`src/rtl/hvac_actuator.sv`:
```
// Actuator stage behind the hvac comparator: turns heat/cool/idle/speed commands into
// relay drive with minimum run time, fan purge, off-time lockout and a ramped PWM fan.
module hvac_actuator #(
  parameter int MIN_ON    = 8,
  parameter int MIN_OFF   = 8,
  parameter int PURGE_CYC = 4,
  parameter int RAMP_CYC  = 4
) (
  input  logic       clk,
  input  logic       rst_n,
  input  logic       heat,
  input  logic       cool,
  input  logic       idle,
  input  logic [1:0] speed,
  output logic       heater_en,
  output logic       comp_en,
  output logic       fan_pwm,
  output logic [1:0] fan_level,
  output logic [2:0] state,
  output logic       err
);

  localparam logic [2:0] ST_IDLE    = 3'd0;
  localparam logic [2:0] ST_HEAT    = 3'd1;
  localparam logic [2:0] ST_COOL    = 3'd2;
  localparam logic [2:0] ST_PURGE   = 3'd3;
  localparam logic [2:0] ST_LOCKOUT = 3'd4;

  localparam logic [7:0] MIN_ON_LAST  = 8'(MIN_ON - 1);
  localparam logic [7:0] MIN_OFF_LAST = 8'(MIN_OFF - 1);
  localparam logic [7:0] PURGE_LAST   = 8'(PURGE_CYC - 1);
  localparam logic [7:0] RAMP_LAST    = 8'(RAMP_CYC - 1);

  logic       heat_req;
  logic       cool_req;
  logic       illegal;
  logic [2:0] next_state;
  logic [7:0] cnt;
  logic [7:0] ramp_cnt;
  logic [1:0] pwm_cnt;
  logic [1:0] fan_target;
  logic       ramp_wrap;

  // Conflicting commands yield no request at all; they only raise err.
  assign heat_req = heat & ~cool & ~idle;
  assign cool_req = cool & ~heat & ~idle;
  assign illegal  = (heat & cool) | (idle & (heat | cool));

  always_comb begin
    next_state = state;
    case (state)
      ST_LOCKOUT: if (cnt == MIN_OFF_LAST) next_state = ST_IDLE;
      ST_IDLE: begin
        if (heat_req)      next_state = ST_HEAT;
        else if (cool_req) next_state = ST_COOL;
      end
      ST_HEAT:  if (!heat_req && cnt >= MIN_ON_LAST) next_state = ST_PURGE;
      ST_COOL:  if (!cool_req && cnt >= MIN_ON_LAST) next_state = ST_PURGE;
      ST_PURGE: if (cnt == PURGE_LAST) next_state = ST_LOCKOUT;
      default:  next_state = ST_LOCKOUT;
    endcase
  end

  always_ff @(posedge clk or negedge rst_n) begin
    if (!rst_n) begin
      state <= ST_LOCKOUT;
      cnt   <= 8'd0;
      err   <= 1'b0;
    end else begin
      state <= next_state;
      if (next_state != state) cnt <= 8'd0;
      else if (cnt != 8'hFF)   cnt <= cnt + 8'd1;
      if (illegal) err <= 1'b1;
    end
  end

  assign heater_en = (state == ST_HEAT);
  assign comp_en   = (state == ST_COOL);

  always_comb begin
    fan_target = 2'd0;
    case (state)
      ST_HEAT, ST_COOL: fan_target = (speed == 2'd0) ? 2'd1 : speed;
      ST_PURGE:         fan_target = 2'd1;
      default:          fan_target = 2'd0;
    endcase
  end

  assign ramp_wrap = (ramp_cnt == RAMP_LAST);

  // Fan level moves at most one step per ramp period toward the current target.
  always_ff @(posedge clk or negedge rst_n) begin
    if (!rst_n) begin
      ramp_cnt  <= 8'd0;
      fan_level <= 2'd0;
      pwm_cnt   <= 2'd0;
      fan_pwm   <= 1'b0;
    end else begin
      ramp_cnt <= ramp_wrap ? 8'd0 : ramp_cnt + 8'd1;
      if (ramp_wrap && fan_level != fan_target) begin
        if (fan_level < fan_target) fan_level <= fan_level + 2'd1;
        else                        fan_level <= fan_level - 2'd1;
      end
      pwm_cnt <= pwm_cnt + 2'd1;
      fan_pwm <= (pwm_cnt < fan_level);
    end
  end

endmodule

```
`config.mk`:
```
export PLATFORM = sky130hd
export DESIGN_NAME = hvac_actuator
export DESIGN_NICKNAME = d
export VERILOG_FILES = /design/src/rtl/hvac_actuator.sv
export SDC_FILE = /design/constraint.sdc
export NUM_CORES = 1
export LEC_CHECK = 0
export CORE_MARGIN = 3
export CORE_UTILIZATION = 50
export CTS_CLUSTER_SIZE = 14
export DETAILED_ROUTE_END_ITERATION = 6
export PLACE_DENSITY = 0.75
export RECOVER_POWER = 100
export SLEW_MARGIN = 20
export SYNTH_ARGS = -nofsm -noshare
export SYNTH_HDL_FRONTEND = slang
export SYNTH_SLANG_ARGS = --single-unit
```
`constraint.sdc`:
```
create_clock -name clk -period 2.1 [get_ports clk]
set_clock_uncertainty 0.15 [all_clocks]
set_input_delay 0.315 -clock clk [delete_from_list [all_inputs] [get_ports clk]]
set_output_delay 0.315 -clock clk [all_outputs]
set_load 0.02 [all_outputs]
```
==> results.md, run 1 <==
* Final period util at 97.7%
* Initial Utilization at 54.8%
* PortBufs at 15
* Hold Vio Cnt, Final at 0
* Crit path launch: cnt[6]
* GRT Util Overall at 18.6%
* CTS Buffer Depth at 2
* Synthesis-stage register bit count at 25
* Pint at 1270 uW
* Fmax at 487 MHz
* Multi-input combinational cell area at 781 um2
* # clock sinks at 25
* Die H at 59.3 um
* Netlist Area Pre-Place at 0.00142 mm2
* N_diodes at 0
* Initial antenna violation count at 0
* Vias in the first global route at 1161
* Synth Instances at 144
* Final setup fails at 0
* Warning count from the yosys run at 0
* 1st-iter DRT viols at 60
* Max VDD drop at 0.000885 V
* Share of Yosys cell area claimed by the top area cell type at 42.3%
* Async SR Flop Fraction at 100%
* Drt wl/cell at 14.3 um
* Max-slew headroom at 10.2%
* Net Sw Frac at 42.1%
* Vias at 1206
* Cts bufs inserted at 3
* Max-capacitance violation count at 0
* Main flop type after synthesis: dfrtp_1
* Minimum clock period at 2.05 ns
* Syn_area_per_cell at 9.86 um2
* Max H-tree Level at 1
* Die width at 59.3 um
* Hold Slack at 0.312 ns
* Area share of xor/xnor cells in the synthesized design at 7.40%
* Final ANT Viol Nets at 0
* Psw at 923 uW
* Crit Path Max Fanout at 7
* Leading area contributor after synthesis: dfrtp_1
* Distinct cells, synth at 46
* Detailed-router iteration count before antenna repair at 4
* Cell row count at 18
* Slew Limit Fails at 0
* Area Growth Syn to Fin at 26.8%
* Vias/cell at 5.80
* Reg area at 629 um2
* Reg2reg start: cnt[6]
* Remaining DRCs at 0
* DP Wirelength at 2170 um
* Largest family of logic cells by synthesized area: simple AND/OR/NAND/NOR gates
* Top post-synthesis cells by area: dfrtp_1, xnor2_1, ha_1
* Seq pwr share at 34.2%
* Fraction of layout cells with a size suffix above 1 at 19.7%
* Sequential fraction of the synthesis area at 44.1%
* Post-Syn Nets at 156
* # hold bufs at CTS at 0
* Combinational Power Share at 55.8%
* TritonCTS clock tree: done
* Worst Tran Pin Value at 1.35 ns
* Post-Synth Simple-Gate Area at 22.0%
* Nature of the critical path startpoint: register
* Compound-cell area share of the yosys netlist at 17.0%
* Cell with the most instances after synthesis: dfrtp_1
* Filler cells at 188
* Total power at 2190 uW
* Detailed Route WL at 2970 um
* Gr ovfl total at 0
* Synth top cells by count: dfrtp_1, nor2_1, xnor2_1
* Global-route wire length before repair at 4990 um
* Reg clk slew, reported paths at 0.14 ns
* EDFF count, synth at 0
* LEAKAGE at 0.000782 uW
* Unrepaired setup endpoints after global routing: true
* Clock power frac at 10.1%
* CP required at 2.18 ns
* Core footprint at 0.00259 mm2
* Pwr Density at 1220 mW/mm2
* Die ar. at 0.00352 mm2
* Setup Crit Path Kind: register to register
* Hold Crit Class: register to register
* Maximum number of pins on one net before global-route repair at 26
* Nets at 191
* Status: finished clean
* Setup crit end kind: register
* GPL Wtd Cong at 0.874
* Clock Latency Late Sink at 0.32 ns
* Synth Area in Adders at 4.41%
* Clock root buffer: clkbuf_4
* HP Start: pwm_cnt[0]
* Mux contribution to synthesized area at 1.41%
* Num ports at 16
* Critical path data arrival time at 2.14 ns
metal layers:
layer | GRT usage [%] | up-vias | share of wire, %
met4 | 6.80 | 0 | 1.1
met2 | 27.8 | 31 | 44
met5 | 0 | - | 0
met1 | 26.8 | 575 | 50
li1 | - | 596 | -
met3 | 3.27 | 4 | 4.5
worst max-delay path: stages, from the launching register on:
cell and delay [ns]:
dfrtp_1 0.41, or4_4 0.58, o211a_4 0.18, a31oi_4 0.18, o2111ai_4 0.21, a311oi_1 0.27
layout make-up:
type	instances	share of cell area (%)
repair buffers	35	16.3
multi-input cells	106	43.4
well taps	30	2.08
clock buffers	3	1.25
flip-flops and latches	25	35.0
inverters	8	1.67
clock inverters	1	0.417
power by group through the flow:
stage                     Sequential [uW]  Clock [uW]  Combinational (uW)
after floorplan                       768           0                 773
after global placement                749           0                1170
after detailed placement              758           0                1210
after CTS                             747         232                1190
after global routing                  770         249                1350
final                                 750         221                1220
through the flow:
stage	utilization [%]	cell area (um2)	setup slack (ns)	cells	TNS, ns
after CTS	68.7	1780	0.0212	208	0
after floorplan	-	1450	-0.0102	144	-0.0166
after global routing	69.5	1800	-0.0391	208	-0.124
final	69.5	1800	0.0476	208	0
after global placement	67.7	1750	-0.0175	204	-0.0341
after detailed placement	67.7	1750	-0.0732	204	-0.337
worst paths after layout:
path | to | slack [ns] | cells past startpoint
max in group asynchronous | state[1] | 0.26 | 2
worst min-delay path | pwm_cnt[0] | 0.31 | 1
min in group asynchronous | state[0] | 0.64 | 2
worst max-delay path | cnt[6] | 0.05 | 5
worst min register to register | pwm_cnt[0] | 0.31 | 1
worst max register to register | cnt[6] | 0.05 | 5
cells in the final DEF, fill, tap and decap left out, types with 3 or more instances in the layout:
cell             instances
a21oi_1                  5
and3_1                   4
buf_4                   17
clkbuf_4                 3
clkdlybuf4s50_1         10
dfrtp_1                 22
dlygate4sd2_1            3
ha_1                     4
inv_1                    8
nand2_1                  8
nand3_1                  8
nor2_1                  14
nor3_1                   6
o21ai_0                  7
xnor2_1                 10
cells by family (layout without fill, tap and decap cells):
logic type,Yosys count,count (layout)
DFF,25,25
AOI/OAI and AO/OA,31,31
xor gates and xnor gates,12,12
muxes,2,2
adders and majority gates,5,5
buffers and inverters,13,47
and+or+nand+nor,56,56
timing repair:
action,in CTS,in global routing
pin swaps,0,2
setup endpoints to repair,3,9
buffers inserted,0,0
resized for setup,3,6
sequential cells by signal, summed over array words and instances, names as in the netlist:
signal,cells
fan_level,2
ramp_cnt,8
err,1
fan_pwm,1
state,3
cnt,8
pwm_cnt,2
(Power assumes the default switching activity.)
==> run 2: changes to the inputs <==
- PLACE_DENSITY: 0.75 -> 0.72
- clock period: 2.1 -> 2.16 ns (I/O delays scaled with it)
==> results.md, run 2 (synthesis results as in run 1) <==
* Die width at 59.3 um (unchanged)
* Drt wl/cell at 14.2 um (was 14.3 um)
* Num ports at 16 (unchanged)
* Clock Latency Late Sink at 0.34 ns (was 0.32 ns)
* PortBufs at 15 (unchanged)
* Remaining DRCs at 0 (unchanged)
* Final period util at 97.6% (was 97.7%)
* Unrepaired setup endpoints after global routing: true (unchanged)
* Commonest non-fill, non-tap cell in the layout: dfrtp_1 (unchanged)
* Setup crit end kind: register (unchanged)
* # clock sinks at 25 (unchanged)
* Vias in the first global route at 1170 (was 1161)
* Max VDD drop at 0.000898 V (was 0.000885 V)
* Die ar. at 0.00352 mm2 (unchanged)
* Hold Crit Class: register to register (unchanged)
* Core footprint at 0.00259 mm2 (unchanged)
* Fmax at 474 MHz (was 487 MHz)
* Slew Limit Fails at 0 (unchanged)
* Slowest cell delay on critical path at 0.59 ns (was 0.58 ns)
* LEAKAGE at 0.000778 uW (was 0.000782 uW)
* Gr ovfl total at 0 (unchanged)
* Worst Tran Pin Value at 1.32 ns (was 1.35 ns)
* Most frequent cells in the layout: dfrtp_1, buf_4, nor2_1, clkdlybuf4s50_1, xnor2_1 (was dfrtp_1, buf_4, nor2_1, xnor2_1, clkdlybuf4s50_1)
* Die H at 59.3 um (unchanged)
* DP Wirelength at 2120 um (was 2170 um)
* CP max-delay cell: or4_4 (unchanged)
* Crit Path Max Fanout at 6 (was 7)
* Detailed Route WL at 2990 um (was 2970 um)
* Max-slew headroom at 11.8% (was 10.2%)
* CP required at 2.26 ns (was 2.18 ns)
* CTS Buffer Depth at 2 (unchanged)
* Biggest regs: cnt: 8 flops, ramp_cnt: 8 flops, state: 3 flops (unchanged)
* Max H-tree Level at 1 (unchanged)
* Setup_tns at 0 ns (unchanged)
* GRT Util Overall at 19.6% (was 18.6%)
* Nature of the critical path startpoint: register (unchanged)
* Pwr Density at 1180 mW/mm2 (was 1220 mW/mm2)
* GPL Wtd Cong at 0.845 (was 0.874)
* TritonCTS clock tree: done (unchanged)
* Vias/cell at 5.82 (was 5.80)
* Final ANT Viol Nets at 0 (unchanged)
* Hold Vio Cnt, Final at 0 (unchanged)
* Initial Utilization at 54.8% (unchanged)
* Pre-CTS setup slack at -0.0509 ns (was -0.0732 ns)
* Clock root buffer: clkbuf_4 (unchanged)
* Initial antenna violation count at 0 (unchanged)
* Vias at 1223 (was 1206)
* Minimum clock period at 2.11 ns (was 2.05 ns)
* Fin util at 69.0% (was 69.5%)
* Final setup fails at 0 (unchanged)
* Detailed-router iteration count before antenna repair at 4 (unchanged)
* Final WS setup at 0.0522 ns (was 0.0476 ns)
* Crit path cell chain: or4_4, o211a_2, a31oi_4, o2111ai_4, nor4_2 (was or4_4, o211a_4, a31oi_4, o2111ai_4, a311oi_1)
* Global-route wire length before repair at 5250 um (was 4990 um)
* Maximum number of pins on one net before global-route repair at 26 (unchanged)
* Reg clk slew, reported paths at 0.16 ns (was 0.14 ns)
* N_diodes at 0 (unchanged)
* Cell row count at 18 (unchanged)
* Nets at 193 (was 191)
* Status: finished clean (unchanged)
* Setup Crit Path Kind: register to register (unchanged)
* Fraction of layout cells with a size suffix above 1 at 20.6% (was 19.7%)
* 1st-iter DRT viols at 69 (was 60)
* Cts bufs inserted at 3 (unchanged)
* Max-capacitance violation count at 0 (unchanged)
* Critical path data arrival time at 2.21 ns (was 2.14 ns)
* Area Growth Syn to Fin at 25.8% (was 26.8%)
-- run 2: layout make-up --
class | count | area [um2]
fillers | 206 | 803
multi-input cells | 106 | 752
flip-flops and latches | 25 | 631
repair buffers | 37 | 305
well taps | 30 | 37.5
inverters | 8 | 30.0
clock buffers | 3 | 22.5
clock inverters | 1 | 8.76
-- run 2: power breakdown --
part,internal (uW),switching [uW],total (uW)
combinational,566,602,1170
clock,75.8,162,237
sequential,581,121,702
total,1220,884,2110
-- run 2: worst paths after layout --
kind                                 start         end  slack, ns  cells past startpoint
worst max-delay path                cnt[4]      cnt[2]       0.05                      5
worst min-delay path            pwm_cnt[0]  pwm_cnt[0]       0.32                      1
worst max register to register      cnt[4]      cnt[2]       0.05                      5
worst min register to register  pwm_cnt[0]  pwm_cnt[0]       0.32                      1
max in group asynchronous            rst_n      cnt[6]       0.38                      2
min in group asynchronous            rst_n    state[1]       0.63                      2
-- run 2: critical path, delay by kind of cell (launching register included) --
family          cells  cell delay (ns)
compound gates      3             0.54
flops               1             0.44
simple gates        2             0.88
-- run 2: timing repair --
action / in CTS / in global routing
resized for setup: 3 / 2
hold buffers: 0 / 0
setup endpoints to repair: 3 / 6
buffers inserted: 2 / 2
pin swaps: 0 / 1
-- run 2: stage by stage --
stage | area (um2) | hold WS [ns] | cells | power [uW]
final | 1790 | 0.318 | 210 | 2110
after global routing | 1790 | 0.338 | 210 | 2280
after CTS | 1770 | 0.181 | 208 | 2100
after detailed placement | 1730 | 0.304 | 202 | 1860
after global placement | 1730 | 0.289 | 202 | 1820
after floorplan | 1440 | -0.122 | 144 | 1470
-- run 2: routing by layer --
layer  global-route usage (%)  up-vias  wire (um)
li1                         -      599          -
met3                     1.96        2        189
met4                     5.50        0         27
met5                        0        -          0
met2                     33.1       37       1390
met1                     26.6      585       1380
==> run 3: changes to the inputs <==
- SETUP_SLACK_MARGIN: default -> 0.3
==> results.md, run 3 (synthesis results as in run 1) <==
* GRT Util Overall at 19.7% (was 19.6%)
* Worst Tran Pin Value at 1.34 ns (was 1.32 ns)
* Core footprint at 0.00259 mm2 (unchanged)
* Hold Crit Class: register to register (unchanged)
* Biggest regs: cnt: 8 flops, ramp_cnt: 8 flops, state: 3 flops (unchanged)
* Initial antenna violation count at 0 (unchanged)
* Crit Path Max Fanout at 6 (unchanged)
* Final setup fails at 0 (unchanged)
* Die ar. at 0.00352 mm2 (unchanged)
* Initial Utilization at 54.8% (unchanged)
* Detailed Route WL at 3310 um (was 2990 um)
* Gr ovfl total at 0 (unchanged)
* Cts bufs inserted at 3 (unchanged)
* Reg clk slew, reported paths at 0.15 ns (was 0.16 ns)
* Setup crit end kind: register (unchanged)
* Clock Latency Late Sink at 0.33 ns (was 0.34 ns)
* DP Wirelength at 2060 um (was 2120 um)
* Cell row count at 18 (unchanged)
* Num ports at 16 (unchanged)
* Total power at 2330 uW (was 2110 uW)
* Final period util at 94.4% (was 97.6%)
* Design Area, Final at 0.00194 mm2 (was 0.00179 mm2)
* Non-filler cells, final at 218 (was 210)
* Max-capacitance violation count at 0 (unchanged)
* Die H at 59.3 um (unchanged)
* GPL Wtd Cong at 0.860 (was 0.845)
* Max VDD drop at 0.00108 V (was 0.000898 V)
* Fin util at 74.7% (was 69.0%)
* TritonCTS clock tree: done (unchanged)
* Unrepaired setup endpoints after global routing: true (unchanged)
* # clock sinks at 25 (unchanged)
* Met3 Use GR at 2.61% (was 1.96%)
* Die width at 59.3 um (unchanged)
* # hold bufs at CTS at 0 (unchanged)
* PortBufs at 15 (unchanged)
* Area Growth Syn to Fin at 36.3% (was 25.8%)
* Global-route wire length before repair at 5320 um (was 5250 um)
* Vias at 1284 (was 1223)
* Slew Limit Fails at 0 (unchanged)
* Remaining DRCs at 0 (unchanged)
* LEAKAGE at 0.000818 uW (was 0.000778 uW)
* Fmax at 490 MHz (was 474 MHz)
* Pwr Density at 1210 mW/mm2 (was 1180 mW/mm2)
* Nets at 201 (was 193)
* Final ANT Viol Nets at 0 (unchanged)
* DP Area at 0.00172 mm2 (was 0.00173 mm2)
* Max-slew headroom at 10.3% (was 11.8%)
* Clock root buffer: clkbuf_4 (unchanged)
* Maximum number of pins on one net before global-route repair at 26 (unchanged)
* Met2 GRT Util at 33.7% (was 33.1%)
* Commonest non-fill, non-tap cell in the layout: dfrtp_1 (unchanged)
* Drt wl/cell at 15.2 um (was 14.2 um)
* CTS Buffer Depth at 2 (unchanged)
* Status: finished clean (unchanged)
* Vias in the first global route at 1236 (was 1170)
* Hold Vio Cnt, Final at 0 (unchanged)
* Placed Cells incl. Taps at 199 (was 202)
* Setup Crit Path Kind: register to register (unchanged)
* Nature of the critical path startpoint: register (unchanged)
* Fraction of layout cells with a size suffix above 1 at 28.2% (was 20.6%)
* Detailed-router iteration count before antenna repair at 4 (unchanged)
* Max H-tree Level at 1 (unchanged)
* Top Usage Layer GRT: met2 (unchanged)
* N_diodes at 0 (unchanged)
* Minimum clock period at 2.04 ns (was 2.11 ns)
* Vias/cell at 5.89 (was 5.82)
* Met1 Track Usage GR at 24.7% (was 26.6%)
* Critical path data arrival time at 2.12 ns (was 2.21 ns)
* Most frequent cells in the layout: dfrtp_1, buf_4, nor2_1 (was dfrtp_1, buf_4, nor2_1, clkdlybuf4s50_1, xnor2_1)
* CP required at 2.24 ns (was 2.26 ns)
* 1st-iter DRT viols at 32 (was 69)
run 3: layout make-up:
class,instances,area (um2)
Timing Repair Buffer,45,337
Tap cell,30,37.5
Clock buffer,3,22.5
Clock inverter,1,7.51
Sequential cell,25,629
Multi-Input combinational cell,106,872
Fill cell,196,654
Inverter,8,30.0
run 3: report_power, final:
group | internal [uW] | switching, uW | leakage (uW)
clock network | 70.9 | 151 | 0.0000139
logic | 661 | 744 | 0.000494
registers | 574 | 134 | 0.000310
run 3: repair_timing:
action	CTS	global route
setup buffers	12	3
pin swaps	13	5
gates cloned	0	0
resized for setup	28	20
endpoints found under the setup margin	17	17
run 3: path summary, 6_finish.rpt:
check / from / end / slack (ns) / cells after the start
max in group asynchronous: rst_n / cnt[5] / 0.34 / 2
min reg2reg: pwm_cnt[0] / pwm_cnt[0] / 0.32 / 1
max: cnt[7] / cnt[3] / 0.12 / 7
min in group asynchronous: rst_n / cnt[4] / 0.65 / 2
min: pwm_cnt[0] / pwm_cnt[0] / 0.32 / 1
max reg2reg: cnt[7] / cnt[3] / 0.12 / 7
run 3: per-stage QoR:
step	worst slack [ns]	setup TNS, ns	hold slack [ns]
after floorplan	0.0760	0	-0.122
after CTS	0.113	0	0.190
after detailed placement	-0.0406	-0.0406	0.300
final	0.121	0	0.323
after global routing	0.0671	0	0.346
after global placement	0.0413	0	0.292
run 3: worst max-delay path, stage by stage, from the launching register on:
cell,delay [ns]
dfrtp_1,0.43
or4_4,0.57
clkbuf_1,0.16
nor3_4,0.14
o31ai_2,0.12
o2111ai_4,0.16
clkbuf_1,0.18
nor3_4,0.04
run 3: metal layers:
metal | vias up | share of wire [%]
li1 | 612 | -
met4 | 0 | 2.4
met2 | 43 | 49
met5 | - | 0
met1 | 619 | 43
met3 | 10 | 5.6
